===== src/rtl/ltc1197_spi_master_pkg.sv =====
// Shared constants and types for the LTC1197 SPI read master.
// Holds the ADC frame geometry, default timing and the controller state encoding.
package ltc1197_spi_master_pkg;

  // LTC1197 frame geometry: spi_clk periods per frame, leading dead periods, data bits.
  localparam int unsigned LTC_N_FRAME = 14;
  localparam int unsigned LTC_N_SKIP  = 3;
  localparam int unsigned LTC_N_DATA  = 10;

  // Default timing in system clocks (100 MHz system clock).
  localparam int unsigned DEF_CLK_HALF = 7;
  localparam int unsigned DEF_T_CSS    = 4;
  localparam int unsigned DEF_T_CSH    = 14;

  typedef enum logic [2:0] {
    StIdle,
    StSetup,
    StSclkHi,
    StSclkLo,
    StRecover
  } state_e;

  // Bits needed to hold values 0..n-1; never less than one bit.
  function automatic int unsigned cnt_width(input int unsigned n);
    return (n > 1) ? $clog2(n) : 1;
  endfunction

  function automatic int unsigned max3(input int unsigned a, input int unsigned b,
                                       input int unsigned c);
    int unsigned m;
    m = (a > b) ? a : b;
    return (m > c) ? m : c;
  endfunction

endpackage


===== src/rtl/ltc1197_spi_master_spi_half_timer.sv =====
// Loadable down-counter with a terminal-count flag.
// Loading D-1 on entry to a phase makes o_tc high on the last of D cycles.
// Ports:
//   clk, reset_b  system clock, asynchronous active-low reset
//   i_load        load i_load_val on the next edge (takes priority over counting)
//   i_load_val    value to load
//   o_tc          high while the count is zero
module ltc1197_spi_master_spi_half_timer #(
  parameter int unsigned W = 4
) (
  input  logic         clk,
  input  logic         reset_b,
  input  logic         i_load,
  input  logic [W-1:0] i_load_val,
  output logic         o_tc
);

  logic [W-1:0] r_cnt;
  logic [W-1:0] w_cnt_d;

  always_comb begin
    w_cnt_d = r_cnt;
    if (i_load) begin
      w_cnt_d = i_load_val;
    end else if (r_cnt != '0) begin
      w_cnt_d = r_cnt - W'(1);
    end
  end

  always_ff @(posedge clk or negedge reset_b) begin
    if (!reset_b) begin
      r_cnt <= '0;
    end else begin
      r_cnt <= w_cnt_d;
    end
  end

  assign o_tc = (r_cnt == '0);

endmodule


===== src/rtl/ltc1197_spi_master.sv =====
// SPI read master for the LTC1197 10-bit ADC.
// Each accepted start runs one frame: cs low, N_FRAME spi_clk periods, MSB-first capture of
// N_DATA bits after N_SKIP dead periods, then a cs-high recovery interval.
// Ports:
//   clk, reset_b      system clock, asynchronous active-low reset
//   i_start           conversion request, honoured only when idle
//   i_miso            ADC serial data
//   o_cs              ADC chip select, active low
//   o_spi_clk         serial clock, idles low
//   o_sample          last completed conversion
//   o_sample_valid    one-cycle strobe marking a new o_sample
//   o_busy            high from accepted start to the end of recovery
module ltc1197_spi_master
  import ltc1197_spi_master_pkg::*;
#(
  parameter int unsigned CLK_HALF = DEF_CLK_HALF,
  parameter int unsigned N_FRAME  = LTC_N_FRAME,
  parameter int unsigned N_SKIP   = LTC_N_SKIP,
  parameter int unsigned N_DATA   = LTC_N_DATA,
  parameter int unsigned T_CSS    = DEF_T_CSS,
  parameter int unsigned T_CSH    = DEF_T_CSH
) (
  input  logic              clk,
  input  logic              reset_b,
  input  logic              i_start,
  input  logic              i_miso,
  output logic              o_cs,
  output logic              o_spi_clk,
  output logic [N_DATA-1:0] o_sample,
  output logic              o_sample_valid,
  output logic              o_busy
);

  localparam int unsigned TW = cnt_width(max3(CLK_HALF, T_CSS, T_CSH));
  localparam int unsigned PW = cnt_width(N_FRAME + 1);

  localparam logic [PW-1:0] PSkipEnd = PW'(N_SKIP);
  localparam logic [PW-1:0] PDataEnd = PW'(N_SKIP + N_DATA);
  localparam logic [PW-1:0] PLast    = PW'(N_FRAME - 1);

  state_e            r_state, w_state_d;
  logic [PW-1:0]     r_period, w_period_d;
  logic [N_DATA-1:0] r_shift, w_shift_d;
  logic [N_DATA-1:0] r_sample;
  logic              r_sample_valid, w_sample_valid_d;
  logic              w_load;
  logic [TW-1:0]     w_load_val;
  logic              w_tc;

  ltc1197_spi_master_spi_half_timer #(
    .W (TW)
  ) u_timer (
    .clk        (clk),
    .reset_b    (reset_b),
    .i_load     (w_load),
    .i_load_val (w_load_val),
    .o_tc       (w_tc)
  );

  // The timer is reloaded on the edge that enters each timed phase, with the phase length - 1.
  always_comb begin
    w_state_d        = r_state;
    w_period_d       = r_period;
    w_shift_d        = r_shift;
    w_sample_valid_d = 1'b0;
    w_load           = 1'b0;
    w_load_val       = '0;
    unique case (r_state)
      StIdle: begin
        if (i_start) begin
          w_state_d  = StSetup;
          w_period_d = '0;
          w_shift_d  = '0;
          w_load     = 1'b1;
          w_load_val = TW'(T_CSS - 1);
        end
      end
      StSetup: begin
        if (w_tc) begin
          w_state_d  = StSclkHi;
          w_load     = 1'b1;
          w_load_val = TW'(CLK_HALF - 1);
        end
      end
      StSclkHi: begin
        if (w_tc) begin
          w_state_d  = StSclkLo;
          w_load     = 1'b1;
          w_load_val = TW'(CLK_HALF - 1);
        end
      end
      StSclkLo: begin
        if (w_tc) begin
          // Only data periods shift; miso is undefined in the dead and trailing periods.
          if ((r_period >= PSkipEnd) && (r_period < PDataEnd)) begin
            w_shift_d = {r_shift[N_DATA-2:0], i_miso};
          end
          w_period_d = r_period + PW'(1);
          w_load     = 1'b1;
          if (r_period == PLast) begin
            w_state_d        = StRecover;
            w_sample_valid_d = 1'b1;
            w_load_val       = TW'(T_CSH - 1);
          end else begin
            w_state_d  = StSclkHi;
            w_load_val = TW'(CLK_HALF - 1);
          end
        end
      end
      StRecover: begin
        if (w_tc) begin
          w_state_d = StIdle;
        end
      end
      default: w_state_d = StIdle;
    endcase
  end

  always_ff @(posedge clk or negedge reset_b) begin
    if (!reset_b) begin
      r_state        <= StIdle;
      r_period       <= '0;
      r_shift        <= '0;
      r_sample       <= '0;
      r_sample_valid <= 1'b0;
    end else begin
      r_state        <= w_state_d;
      r_period       <= w_period_d;
      r_shift        <= w_shift_d;
      r_sample_valid <= w_sample_valid_d;
      if (w_sample_valid_d) begin
        r_sample <= w_shift_d;
      end
    end
  end

  // Decoded straight from the state so an asynchronous reset drops spi_clk and raises cs at once.
  assign o_cs           = !((r_state == StSetup) || (r_state == StSclkHi) ||
                            (r_state == StSclkLo));
  assign o_spi_clk      = (r_state == StSclkHi);
  assign o_busy         = (r_state != StIdle);
  assign o_sample       = r_sample;
  assign o_sample_valid = r_sample_valid;

endmodule


===== config.mk =====
export PLATFORM = sky130hd
export DESIGN_NAME = ltc1197_spi_master
export DESIGN_NICKNAME = d
export VERILOG_FILES = /design/src/rtl/ltc1197_spi_master_pkg.sv /design/src/rtl/ltc1197_spi_master_spi_half_timer.sv /design/src/rtl/ltc1197_spi_master.sv
export SDC_FILE = /design/constraint.sdc
export NUM_CORES = 1
export LEC_CHECK = 0
export BUFFER_PORTS_ARGS = -buffer_cell sky130_fd_sc_hd__buf_2
export CAP_MARGIN = 10
export CELL_PAD_IN_SITES_DETAIL_PLACEMENT = 0
export CELL_PAD_IN_SITES_GLOBAL_PLACEMENT = 1
export CORE_MARGIN = 4
export CORE_UTILIZATION = 29
export CTS_CLUSTER_DIAMETER = 40
export CTS_CLUSTER_SIZE = 10
export DETAILED_ROUTE_END_ITERATION = 16
export PLACE_DENSITY_LB_ADDON = 0.05
export SYNTH_ARGS = -nofsm -noshare
export SYNTH_HDL_FRONTEND = slang
export SYNTH_HIERARCHICAL = 1
export SYNTH_SLANG_ARGS = --single-unit

===== constraint.sdc =====
create_clock -name clk -period 5.6 [get_ports clk]
set_clock_uncertainty 0.05 [all_clocks]
set_input_delay 1.12 -clock clk [delete_from_list [all_inputs] [get_ports clk]]
set_output_delay 1.12 -clock clk [all_outputs]
set_load 0.01 [all_outputs]

==> reports/summary.txt, run 1 <==
Crit path DAT: 3220 ps
Setup WS post-layout: 2539 ps
# rows: 27
Number of diodes: 0
Latest clock arrival within the worst-skew pair: 290 ps
CP Launch Type: flop
CP max FO: 24
Global-route track usage on met1: 16.80%
Clk buf depth: 2
Synth Area per Inst: 10.19 um2
Ports: 18
PostCTS Resize Cnt: 0
Starting Density: 29.99%
ANT nets after route: 0
Grt ovf: 0
Status: completed
Setup CP Type: flop to flop
First-pass GRT wire length: 6.624 mm
Cells after Synth: 163
Crit end category: flop
DRC: 0
Max-cap violation count: 0
Die height: 83.70 um
Final setup viols: 0
Count of distinct cell types in the synthesized netlist: 42
Detailed Route Iter0 Violations: 109
P per Cell Area: 548.6 nW/um2
Placement Setup Slack: 2569 ps
Post-Syn Area: 1662 um2
Mux share of post-synthesis cell area: 1.883%
Total number of vias: 1273
Peak supply drop: 224.4 uV
Min Tclk post-route: 3061 ps
Async SR Flop Fraction: 100.0%
Die Span X: 83.70 um
Top area cells in the synthesized netlist: dfrtp_1 48%, nand4_1 4.1%, a21oi_1 3.9%
Clk sink count: 32
Pins over their slew limit: 0
Final HPWL DP: 2.506 mm
Worst Max-Slew Pin Slew: 887.4 ps
Post-CTS Setup Inserts: 0
RePlAce Congestion: 0.7296
Fin crit share: 54.66%
Clock root buffer: clkbuf_8
GRT busiest layer: met1
Drt pass-1 iters: 4
Worst hold slack: 501.9 ps
RSZ-0062 raised after global routing: false
Slew margin rel.: 40.80%
Area growth from synthesis to layout: 11.75%
Final hold viol count: 0
#FFs+latches synth: 32
Seq/Total Area, Yosys: 48.19%
Routed vias/inst: 5.175
Setup_tns: 0 ps
Tot GR Track Use: 11.82%
Most used DFF post-synth: dfrtp_1
Required time worst endpoint: 5760 ps
Hold crit path type: flop to flop
Synth Area in XOR/XNOR: 0.5271%
Cts bufs inserted: 5
Post-Synth Adder-Cell Area: 3.012%
Routed Wire Length: 3.910 mm
Routed length per instance: 15.89 um
Leak: 0.8053 nW
Final core utilization: 33.51%
CTS tree: yes
Post-synthesis compound-gate area fraction: 17.92%
Vias in the first global route: 1287
Post-Syn Nets: 171
CTS H-tree depth: 2
EDFF count, synth: 0
Post-synth top area share: 48.19%
M3 GR Usage: 4.837%
Die area: 7005 um2
Synth Area in Simple Gates: 21.39%
Core ar.: 5540 um2
Number of buffers inserted by port buffering: 17
GRT met2 Usage: 16.49%
Clock slew at reported path FFs: 70 ps
Largest family of logic cells by synthesized area: simple AND/OR/NAND/NOR gates
Ratio of cells with drive above 1 in the final layout: 18.39%
Syn. warnings: 6
Initial antenna violation count: 0
Final-stage net count: 181
Hold buffer count at CTS: 0
Synth area leader: dfrtp_1
Maximum clock rate: 0.3267 GHz
Pin count of the biggest net entering global routing: 33
-- where the power goes --
group	internal (W)	total (W)	switching, W
clock	0.000132	0.000220	0.0000877
sequential	0.000318	0.000396	0.0000779
combinational	0.000159	0.000403	0.000244
-- area by class of cell --
class,instances,area [um2]
fillers,592,3684
flip-flops and latches,32,800.8
multi-input cells,109,743.2
well taps,72,90.09
repair buffers,17,85.08
clock buffers,6,72.57
clock inverters,2,35.03
inverters,8,30.03
-- logic make-up after synthesis --
logic type      Yosys count
compound gates           45
xor+xnor                  1
fa+ha+maj                 4
buf+inv                  22
flops                    32
mux                       3
simple gates             56
-- flip-flops by register name, indices dropped and copies added, names as in the netlist --
name / count
r_state: 3
o_sample_valid: 1
r_period: 4
o_sample: 10
u_timer/r_cnt: 4
r_shift: 10
-- critical path, stage by stage (launching register included) --
cell,delay (ps)
dfrtp_1,380
inv_1,100
ha_1,220
nor3b_4,510
and4b_1,870
and2_1,540
or2_2,200
nand2_1,50
o21ai_1,70
-- stage by stage --
step | instances | total power [W] | area [um2]
final | 246 | 0.001019 | 1857
after global routing | 246 | 0.001106 | 1857
after CTS | 246 | 0.001034 | 1857
after detailed placement | 238 | 0.0008078 | 1749
after global placement | 238 | 0.0008030 | 1749
after floorplan | 163 | 0.0007093 | 1662
-- synthesized netlist by cell type, types with 4 or more instances --
cell type and instances:
a21oi_1 13, a31oi_1 10, inv_1 8, nand2_1 15, o311ai_1 6, ha_1 4, or3_1 4, buf_4 4
o21ai_0 6, dfrtp_1 32, nand4_1 11, clkbuf_1 4
-- layer usage --
layer	wire (um)	part of all wire [%]
met1	1979	51
met2	1711	44
met3	192	4.9
met4	27	0.69
met5	0	0
-- final timing paths --
check	startpoint	end	slack [ps]	cells after the start
max	u_timer/r_cnt[0]	u_timer/r_cnt[0]	2540	8
min	r_shift[3]	r_shift[4]	500	2
max reg2reg	u_timer/r_cnt[0]	u_timer/r_cnt[0]	2540	8
min reg2reg	r_shift[3]	r_shift[4]	500	2
max in group asynchronous	reset_b	r_period[2]	4180	1
min in group asynchronous	reset_b	u_timer/r_cnt[3]	850	1
-- cell usage in the layout, fill, tap and decap left out, types with 3 or more instances in the layout --
cell / Yosys / layout
nor2b_1: 3 / 3
ha_1: 4 / 4
inv_1: 8 / 8
or3_1: 4 / 4
nand4_1: 11 / 11
o21ai_0: 6 / 6
a31oi_1: 10 / 10
buf_2: 3 / 17
clkbuf_8: 0 / 5
o311ai_0: 3 / 3
o311ai_1: 6 / 6
nor3_1: 3 / 3
dfrtp_1: 32 / 32
nand2_1: 15 / 15
a21oi_1: 13 / 13
(Power assumes the default switching activity.)
==> run 2, diff against run 1 <==
==> constraint.sdc (replaced) <==
create_clock -name clk -period 2.9 [get_ports clk]
set_clock_uncertainty 0.05 [all_clocks]
set_input_delay 0.58 -clock clk [delete_from_list [all_inputs] [get_ports clk]]
set_output_delay 0.58 -clock clk [all_outputs]
set_load 0.01 [all_outputs]
==> reports/summary.txt, run 2 (synthesized netlist as in run 1, its figures left out) <==
Crit-path cells: inv_1, ha_1, nor3b_4, inv_1, or2_2, nand2_1, nor3_1, a221o_1
Worst Max-Slew Pin Slew: 744.5 ps
Clock root buffer: clkbuf_8
Tot GR Track Use: 12.08%
Ports: 18
Number of diodes: 0
Latest clock arrival within the worst-skew pair: 290 ps
DRC: 0
M3 GR Usage: 3.060%
Starting Density: 29.99%
Reg area: 800.8 um2
Final-stage net count: 183
Slew margin rel.: 50.10%
Commonest non-fill, non-tap cell in the layout: dfrtp_1
Setup CP Type: flop to flop
Drt pass-1 iters: 4
Grt ovf: 0
Die Span X: 83.70 um
CP Launch Type: flop
Top Family by Delay on Critical Path: simple AND/OR/NAND/NOR gates
Ratio of cells with drive above 1 in the final layout: 18.75%
Crit end category: flop
Leak: 0.8064 nW
CTS H-tree depth: 2
Core ar.: 5540 um2
Initial antenna violation count: 0
Area growth from synthesis to layout: 11.60%
Clk sink count: 32
PostCTS Resize Cnt: 0
Hold buffer count at CTS: 0
Setup_tns: 0 ps
CP max FO: 11
Die height: 83.70 um
Final HPWL DP: 2.439 mm
Worst hold slack: 306.8 ps
Routed length per instance: 15.75 um
P per Cell Area: 1030 nW/um2
# rows: 27
Most frequent CP cell: inv_1
Fin crit share: 81.73%
Status: completed
Max-cap violation count: 0
RSZ-0062 raised after global routing: false
ANT nets after route: 0
Die area: 7005 um2
Maximum clock rate: 0.4219 GHz
Most frequent cells in the layout: 32 x dfrtp_1, 17 x buf_2, 15 x nand2_1
Routed vias/inst: 5.343
Total number of vias: 1325
First-pass GRT wire length: 6.782 mm
Detailed Route Iter0 Violations: 71
Clk buf depth: 2
Required time worst endpoint: 3020 ps
Final hold viol count: 0
CP max stage delay: 500 ps
Post-CTS Setup Inserts: 0
Finished Layout Cells: 248
GRT met2 Usage: 16.92%
Routed Wire Length: 3.905 mm
Pin count of the biggest net entering global routing: 33
FILL cells: 584
Hold crit path type: primary input to async pin
Final setup viols: 0
Crit path DAT: 2490 ps
Global-route track usage on met1: 17.56%
Vias in the first global route: 1270
RePlAce Congestion: 0.7311
CP max-delay cell: nor3b_4
Pins over their slew limit: 0
GRT busiest layer: met1
Number of buffers inserted by port buffering: 17
Placed insts: 240
Clock slew at reported path FFs: 60 ps
Peak supply drop: 358.0 uV
CTS tree: yes
Worst Path Buf+Inv: 2
Min Tclk post-route: 2370 ps
Cts bufs inserted: 5
Multi-input logic area: 743.2 um2
[run 2: cell types whose count changed in the layout (fill, tap and decap cells not counted), sizes merged]
cell and delta:
bufinv -1, clkinv -1, buf +2, clkbuf +2
[run 2: worst paths after layout]
| kind | startpoint | end | slack, ps | depth (start not counted) |
|---|---|---|---|---|
| setup / recovery | u_timer/r_cnt[0] | u_timer/r_cnt[3] | 530 | 8 |
| hold / removal | reset_b | u_timer/r_cnt[2] | 310 | 1 |
| setup reg to reg | u_timer/r_cnt[0] | u_timer/r_cnt[3] | 530 | 8 |
| hold reg to reg | o_sample[4] | o_sample[4] | 490 | 2 |
| max in group asynchronous | reset_b | o_sample[9] | 2020 | 1 |
| min in group clk | o_sample[4] | o_sample[4] | 490 | 2 |
[run 2: layer usage]
metal / vias to the layer above / routed length, um
li1: 634 / -
met1: 650 / 1993
met2: 33 / 1654
met3: 8 / 188
met4: 0 / 69
met5: - / 0
[run 2: metrics by stage]
| stage | power (W) | instance area (um2) | utilization, % | setup slack [ps] |
|---|---|---|---|---|
| 6_report | 0.001909 | 1854 | 33.47 | 530.0 |
| 3_5_place_dp | 0.001557 | 1764 | 31.84 | 533.0 |
| 3_3_place_gp | 0.001561 | 1764 | 31.84 | 564.4 |
| 2_1_floorplan | 0.001370 | 1662 | - | 667.9 |
| 4_1_cts | 0.001931 | 1854 | 33.47 | 506.6 |
| 5_1_grt | 0.002072 | 1854 | 33.47 | 269.8 |
[run 2: area by class of cell]
class | count | share of cell area [%]
flip-flops and latches | 32 | 43.18
multi-input cells | 109 | 40.08
repair buffers | 19 | 5.398
clock buffers | 8 | 4.858
well taps | 72 | 4.858
inverters | 8 | 1.619
[run 2: power by group]
part,total (W),switching (W),internal (W)
combinational,0.000791,0.000475,0.000316
clock,0.000361,0.000167,0.000194
sequential,0.000758,0.000143,0.000614
